### config.mk
export PLATFORM = sky130hd
export DESIGN_NAME = pipe_issue_ctrl
export DESIGN_NICKNAME = d
export VERILOG_FILES = /design/src/rtl/pipe_issue_ctrl.sv
export SDC_FILE = /design/constraint.sdc
export NUM_CORES = 1
export LEC_CHECK = 0
export BUFFER_PORTS_ARGS = -buffer_cell sky130_fd_sc_hd__clkbuf_2
export CORE_MARGIN = 10
export CORE_UTILIZATION = 50
export CTS_CLUSTER_DIAMETER = 150
export CTS_CLUSTER_SIZE = 24
export DETAILED_ROUTE_END_ITERATION = 6
export GPL_TIMING_DRIVEN = 0
export PLACE_DENSITY = 0.76
export REMOVE_ABC_BUFFERS = 1
export SYNTH_ARGS = -nofsm -noshare
export SYNTH_HDL_FRONTEND = slang
export SYNTH_SLANG_ARGS = --single-unit
### constraint.sdc
create_clock -name clk -period 1.8 [get_ports clk]
set_input_delay 0.18 -clock clk [delete_from_list [all_inputs] [get_ports clk]]
set_output_delay 0.18 -clock clk [all_outputs]
set_load 0.05 [all_outputs]
### src/rtl/pipe_issue_ctrl.sv
`default_nettype none
// ============================================================================
// Module   : pipe_issue_ctrl
// Brief    : Decode-stage issue/hazard control with a shift-register scoreboard
//            and a multi-cycle multiply sequencer.
// Revision : 1.0
// ============================================================================
module pipe_issue_ctrl #(
  parameter int unsigned DEPTH      = 3,
  parameter logic [7:0]  MUL_OP     = 8'h07,
  parameter int unsigned MUL_CYCLES = 4
) (
  input  logic       clk,
  input  logic       rst_n,
  input  logic       id_valid,
  input  logic [7:0] id_op,
  input  logic [7:0] id_a,
  input  logic [7:0] id_b,
  input  logic [7:0] id_c,
  input  logic       flush,
  output logic       stall,
  output logic       issue,
  output logic       bubble,
  output logic       mc_busy,
  output logic [7:0] mc_count
);

  typedef enum logic [0:0] {
    IDLE = 1'b0,
    BUSY = 1'b1
  } state_e;

  localparam logic [7:0] MC_INIT  = 8'(MUL_CYCLES - 1);
  localparam bit         IS_MULTI = (MUL_CYCLES > 1);

  state_e                    state_q, state_d;
  logic [7:0]                mc_count_q, mc_count_d;
  logic [7:0]                mc_dest_q, mc_dest_d;
  logic [DEPTH-1:0]          sb_v_q, sb_v_d;
  logic [DEPTH-1:0][7:0]     sb_dest_q, sb_dest_d;

  logic                      sb0_v;
  logic [7:0]                sb0_dest;
  logic [DEPTH-2:0]          match_b, match_c;
  logic                      busy;
  logic                      reads_src;
  logic                      writes_dest;
  logic                      haz_b, haz_c, hazard;
  logic                      unused_retire;

  // The writeback stage sb[DEPTH-1] is excluded: its value is available this cycle.
  generate
    for (genvar i = 0; i < DEPTH - 1; i++) begin : g_match
      assign match_b[i] = sb_v_q[i] && (sb_dest_q[i] == id_b);
      assign match_c[i] = sb_v_q[i] && (sb_dest_q[i] == id_c);
    end
  endgenerate

  assign busy        = (state_q == BUSY);
  assign reads_src   = (id_op != 8'h00);
  assign writes_dest = (id_op != 8'h00) && !id_op[7] && (id_a != 8'h00);
  assign haz_b       = (id_b != 8'h00) && ((|match_b) || (busy && (mc_dest_q == id_b)));
  assign haz_c       = (id_c != 8'h00) && ((|match_c) || (busy && (mc_dest_q == id_c)));
  assign hazard      = reads_src && (haz_b || haz_c);

  always_comb begin
    state_d    = state_q;
    mc_count_d = mc_count_q;
    mc_dest_d  = mc_dest_q;
    sb0_v      = 1'b0;
    sb0_dest   = id_a;
    issue      = 1'b0;

    case (state_q)
      IDLE: begin
        issue = rst_n && id_valid && !hazard && !flush;
        if (issue) begin
          if (IS_MULTI && (id_op == MUL_OP)) begin
            state_d    = BUSY;
            mc_count_d = MC_INIT;
            mc_dest_d  = id_op[7] ? 8'h00 : id_a;
          end else begin
            sb0_v = writes_dest;
          end
        end
      end
      BUSY: begin
        mc_count_d = mc_count_q - 8'd1;
        // Multiply result enters the scoreboard in its last busy cycle.
        if (mc_count_q == 8'd1) begin
          state_d  = IDLE;
          sb0_v    = (mc_dest_q != 8'h00);
          sb0_dest = mc_dest_q;
        end
      end
      default: state_d = IDLE;
    endcase

    if (flush) begin
      state_d    = IDLE;
      mc_count_d = 8'h00;
      mc_dest_d  = 8'h00;
    end

    sb_v_d    = flush ? '0 : {sb_v_q[DEPTH-2:0], sb0_v};
    sb_dest_d = {sb_dest_q[DEPTH-2:0], sb0_dest};
  end

  always_ff @(posedge clk or negedge rst_n) begin
    if (!rst_n) begin
      state_q    <= IDLE;
      mc_count_q <= 8'h00;
      mc_dest_q  <= 8'h00;
      sb_v_q     <= '0;
      sb_dest_q  <= '0;
    end else begin
      state_q    <= state_d;
      mc_count_q <= mc_count_d;
      mc_dest_q  <= mc_dest_d;
      sb_v_q     <= sb_v_d;
      sb_dest_q  <= sb_dest_d;
    end
  end

  // Outputs are forced low while reset is held.
  assign stall    = rst_n && id_valid && !issue && !flush;
  assign bubble   = rst_n && !issue;
  assign mc_busy  = busy;
  assign mc_count = mc_count_q;

  assign unused_retire = ^{sb_v_q[DEPTH-1], sb_dest_q[DEPTH-1]};

endmodule
`default_nettype wire

==> metrics.md <==
| Metric | Value |
|---|---|
| Post-synthesis register bit count | 35 |
| Worst min path class | in2reg |
| Beginning of the critical path | sb_dest_d[8] |
| Start-to-end type of the worst setup path | reg2out |
| # nets final | 373 |
| Maximum root-to-sink buffer count | 2 |
| Category of the worst setup path launch point | flip-flop |
| Yosys cell types | 45 |
| Number of top-level design ports | 48 |
| Count of H-tree levels built during CTS | 2 |
| Hold Fails Final Rpt | 0 |
| Max Transition Viols Final | 0 |
| Endpoint of the most critical register-to-register path | mc_count[2] |
| WL final | 8523 um |
| Register clock-pin slew on the reported worst setup and hold paths | 0.07 ns |
| Count of cell instances traversed by the critical path | 7 |
| Max Clk Rate | 406.1 MHz |
| Post-route setup TNS | -9.016 ns |
| Origin of the critical flop-to-flop path | sb_dest_d[22] |
| Reported leakage power | 1.425 nW |
| Crit share post-route | 136.8% |
| Crit path buffers/inverters | 1 |
| First-pass GRT wire length | 12320 um |
| Setup Viol. Count Final | 20 |
| Synth cell count leaders | 41 x sky130_fd_sc_hd__xnor2_1, 35 x sky130_fd_sc_hd__dfrtp_1, 22 x sky130_fd_sc_hd__nand4_1, 17 x sky130_fd_sc_hd__nor2_1 |
| First-pass iteration count of the detailed router | 4 |
| Number of remaining DRC errors | 0 |
| Residual antenna-violating net count after detailed routing | 0 |
| Clock root cell | sky130_fd_sc_hd__clkbuf_8 |
| Most frequently used cell type in the post-synthesis netlist | sky130_fd_sc_hd__xnor2_1 |
| Number of antenna violations at the first check in global routing | 0 |
| Multi-input gate area | between 0.0015 and 0.002 mm2 |
| Psw | ~0.53 mW |
| Maximum Capacitance Violations | 0 |
| Final cell utilization of the core | approximately 75% |
| Detailed placement HPWL | 5067 um |
| Pwr per Cell Area | roughly 500 mW/mm2 |
| CTS tree | built |
| Sequential group share of total power | between 40% and 50% |
| Global routing usage summed across all routing layers | 20.09% |
| Cell accounting for the most synthesized area | sky130_fd_sc_hd__dfrtp_1 |
| Worst path setup slack after routing | -0.6627 ns |
| Count of flip-flops with a built-in enable after synthesis | 0 |
| Internal portion of total power | roughly 1.3 mW |
| Worst Reg-to-Reg Cells | 13 |
| Number of fill cells | ~300 |
| Number of CTS-inserted buffers | 5 |
| Worst reg-to-reg setup slack | -0.53 ns |
| Largest net degree at the start of global routing | 36 |
| Maximum net fanout on the critical path | 4 |
| Cell Chain, Critical Path | xnor2_1, nand2_1, nor4_4, a31oi_4, and3_4, a2111oi_4, clkbuf_8 |
| Cell with the biggest individual delay on the critical path | sky130_fd_sc_hd__dfrtp_1 |
| Synth top area cells | sky130_fd_sc_hd__dfrtp_1 36%, sky130_fd_sc_hd__xnor2_1 15%, sky130_fd_sc_hd__nand4_1 5.7%, sky130_fd_sc_hd__nor4_1 3.9%, sky130_fd_sc_hd__mux2_2 3.7% |
| Violated checks | setup timing |
| Switching Share | approximately 30% |
| Largest stage delay on the critical path | 0.42 ns |
| Sequential cell area fraction in the yosys report | between 30% and 40% |
| Detailed Route Iter0 Violations | between 200 and 250 |
| Max-slew headroom | approximately 64% |
| Cell area after synthesis | between 0.002 and 0.0025 mm2 |
| Share of Yosys cell area claimed by the top area cell type | between 30 and 40% |
| Initial cell density of the core | around half |
| Per-cell via count in the routed design | between 6 and 7 |
| Area occupied by registers | between 800 and 900 um2 |
| Average cell area after synthesis | roughly 9.5 um2 |
| Vias post-DR | around 2500 |
| Share of total power in the clock network | 30.3% |
| Routed wire length per instance | around 22 um |
| TritonCTS Sinks | 35 |
| Site Rows | 25 |
| Source-to-sink clock delay at the later pin of the worst-skew pair | 0.29 ns |
| Combinational Power Share | between 20% and 30% |
| Ys Warns | 0 |
| Number of global-route vias before repair | 2472 |
| Async set-reset flop share out of synthesis | between 90% and 100% |
| Synth Instances | about 260 |
| Slew at the pin closest to its max-slew limit | around 0.53 ns |
| Core Box Area | between 0.004 and 0.005 mm2 |
| Data required time at the worst endpoint | 1.62 ns |
| Element type at the critical path end | primary output |
| Area delta synth->final | 46.53% |
| Overall die area | ~0.0080 mm2 |
| Antenna Diode Count | 0 |
| Height of the die | approximately 90 um |
| Die extent in x | between 80 and 90 um |
| Post-route minimum period | 2.463 ns |
| PortBufs | 47 |
| Leading register cell type out of synthesis | sky130_fd_sc_hd__dfrtp_1 |
| Share of final-layout standard cells stronger than drive strength 1 | between 50% and 60% |
| Post-route clock skew | roughly 0.006 ns |
| RSZ-0062 raised after global routing | true |
| Final GP Congestion | ~0.90 |
| Result of the run | complete, but fails checks |
| Critical path destination | stall |
| Peak VDD IR | 372.2 uV |
| Arr. time, crit path | between 2 and 2.5 ns |
| Kind of cell adding the most delay to the critical path | simple AND/OR/NAND/NOR gates |
| Overall overflow remaining after global route | 0 |
| Total power | around 1.8 mW |
[how the worst min path moves through the flow]
stage,start,cells after the start,to,slack [ns]
floorplan,rst_n,0,mc_busy,-0.12
global placement,rst_n,1,mc_dest_q[4],0.35
detailed placement,rst_n,1,mc_dest_q[4],0.37
CTS,id_a[3],2,sb_dest_d[11],0.16
global route,id_a[6],2,sb_dest_d[14],0.16
finish,id_a[5],2,sb_dest_d[13],0.17
[cell usage in the layout, fill, tap and decap left out, types with 3 or more instances in the layout]
| cell type | instances |
|---|---|
| sky130_fd_sc_hd__nor4_2 | 5 |
| sky130_fd_sc_hd__xnor2_1 | 17 |
| sky130_fd_sc_hd__nor3_2 | 3 |
| sky130_fd_sc_hd__buf_4 | 25 |
| sky130_fd_sc_hd__clkbuf_8 | 9 |
| sky130_fd_sc_hd__nand3_1 | 8 |
| sky130_fd_sc_hd__nor2_2 | 3 |
| sky130_fd_sc_hd__mux2_2 | 8 |
| sky130_fd_sc_hd__nor4_1 | 5 |
| sky130_fd_sc_hd__nand4_1 | 22 |
| sky130_fd_sc_hd__nand3_2 | 3 |
| sky130_fd_sc_hd__clkbuf_2 | 40 |
| sky130_fd_sc_hd__dfrtp_1 | 23 |
| sky130_fd_sc_hd__o21ai_2 | 8 |
| sky130_fd_sc_hd__a21oi_1 | 7 |
| sky130_fd_sc_hd__inv_1 | 3 |
| sky130_fd_sc_hd__xor2_1 | 7 |
| sky130_fd_sc_hd__dfrtp_2 | 12 |
| sky130_fd_sc_hd__nor3_1 | 4 |
| sky130_fd_sc_hd__nor2_1 | 13 |
| sky130_fd_sc_hd__buf_6 | 4 |
| sky130_fd_sc_hd__xnor2_2 | 24 |
| sky130_fd_sc_hd__nand2_1 | 15 |
| sky130_fd_sc_hd__nor2b_1 | 3 |
| sky130_fd_sc_hd__or4_4 | 3 |
| sky130_fd_sc_hd__nor4_4 | 7 |
| sky130_fd_sc_hd__nand2b_1 | 10 |
[registers in the layout, summed over array words and instances, names as in the netlist]
| name | cells |
|---|---|
| mc_busy | 1 |
| sb_dest_d | 16 |
| mc_dest_q | 8 |
| sb_v_q | 2 |
| mc_count | 8 |
[cells by family after synthesis]
group	synth area share [%]
fa+ha+maj	1.035
compound gates	11.70
mux	3.727
simple gates	27.69
flops	36.23
xor+xnor	17.75
buf+inv	1.863
[area by class of cell]
cell class	count	share of cell area, %
clock buffer	6	2.049
inverter	3	0.3179
multi-input combinational	211	54.33
sequential	35	25.15
tap	54	1.907
timing repair buffer	79	16.25
[per-stage QoR]
stage	setup slack [ns]	cells	instance area, um2	hold WS [ns]
final	-0.6627	388	3542	0.1708
after floorplan	-2.636	249	2384	-0.1156
after detailed placement	-1.015	350	2686	0.3667
after global routing	-0.7269	388	3542	0.1633
after CTS	-0.5726	381	3312	0.1605
after global placement	-1.035	350	2686	0.3539
[layer usage]
| metal | up-vias | global-route usage, % | part of all wire (%) |
|---|---|---|---|
| li1 | 1117 | - | - |
| met1 | 1235 | 24.86 | 38 |
| met2 | 133 | 32.15 | 50 |
| met3 | 29 | 5.014 | 8.2 |
| met4 | 0 | 9.104 | 3.9 |
| met5 | - | 0 | 0 |
[power by group through the flow]
stage	combinational, mW	clock, mW	sequential (mW)
after floorplan	0.146	0	0.843
after global placement	0.255	0	0.846
after detailed placement	0.262	0	0.847
after CTS	0.341	0.535	0.835
after global routing	0.423	0.574	0.843
final	0.398	0.539	0.843
[what timing repair did]
item,in CTS,in global routing
gates resized for setup,69,35
hold buffers,2,0
setup endpoints to repair,29,29
endpoints found under the hold margin,35,0
buffers inserted,27,7
pin swaps,31,13
(Power assumes the default switching activity.)
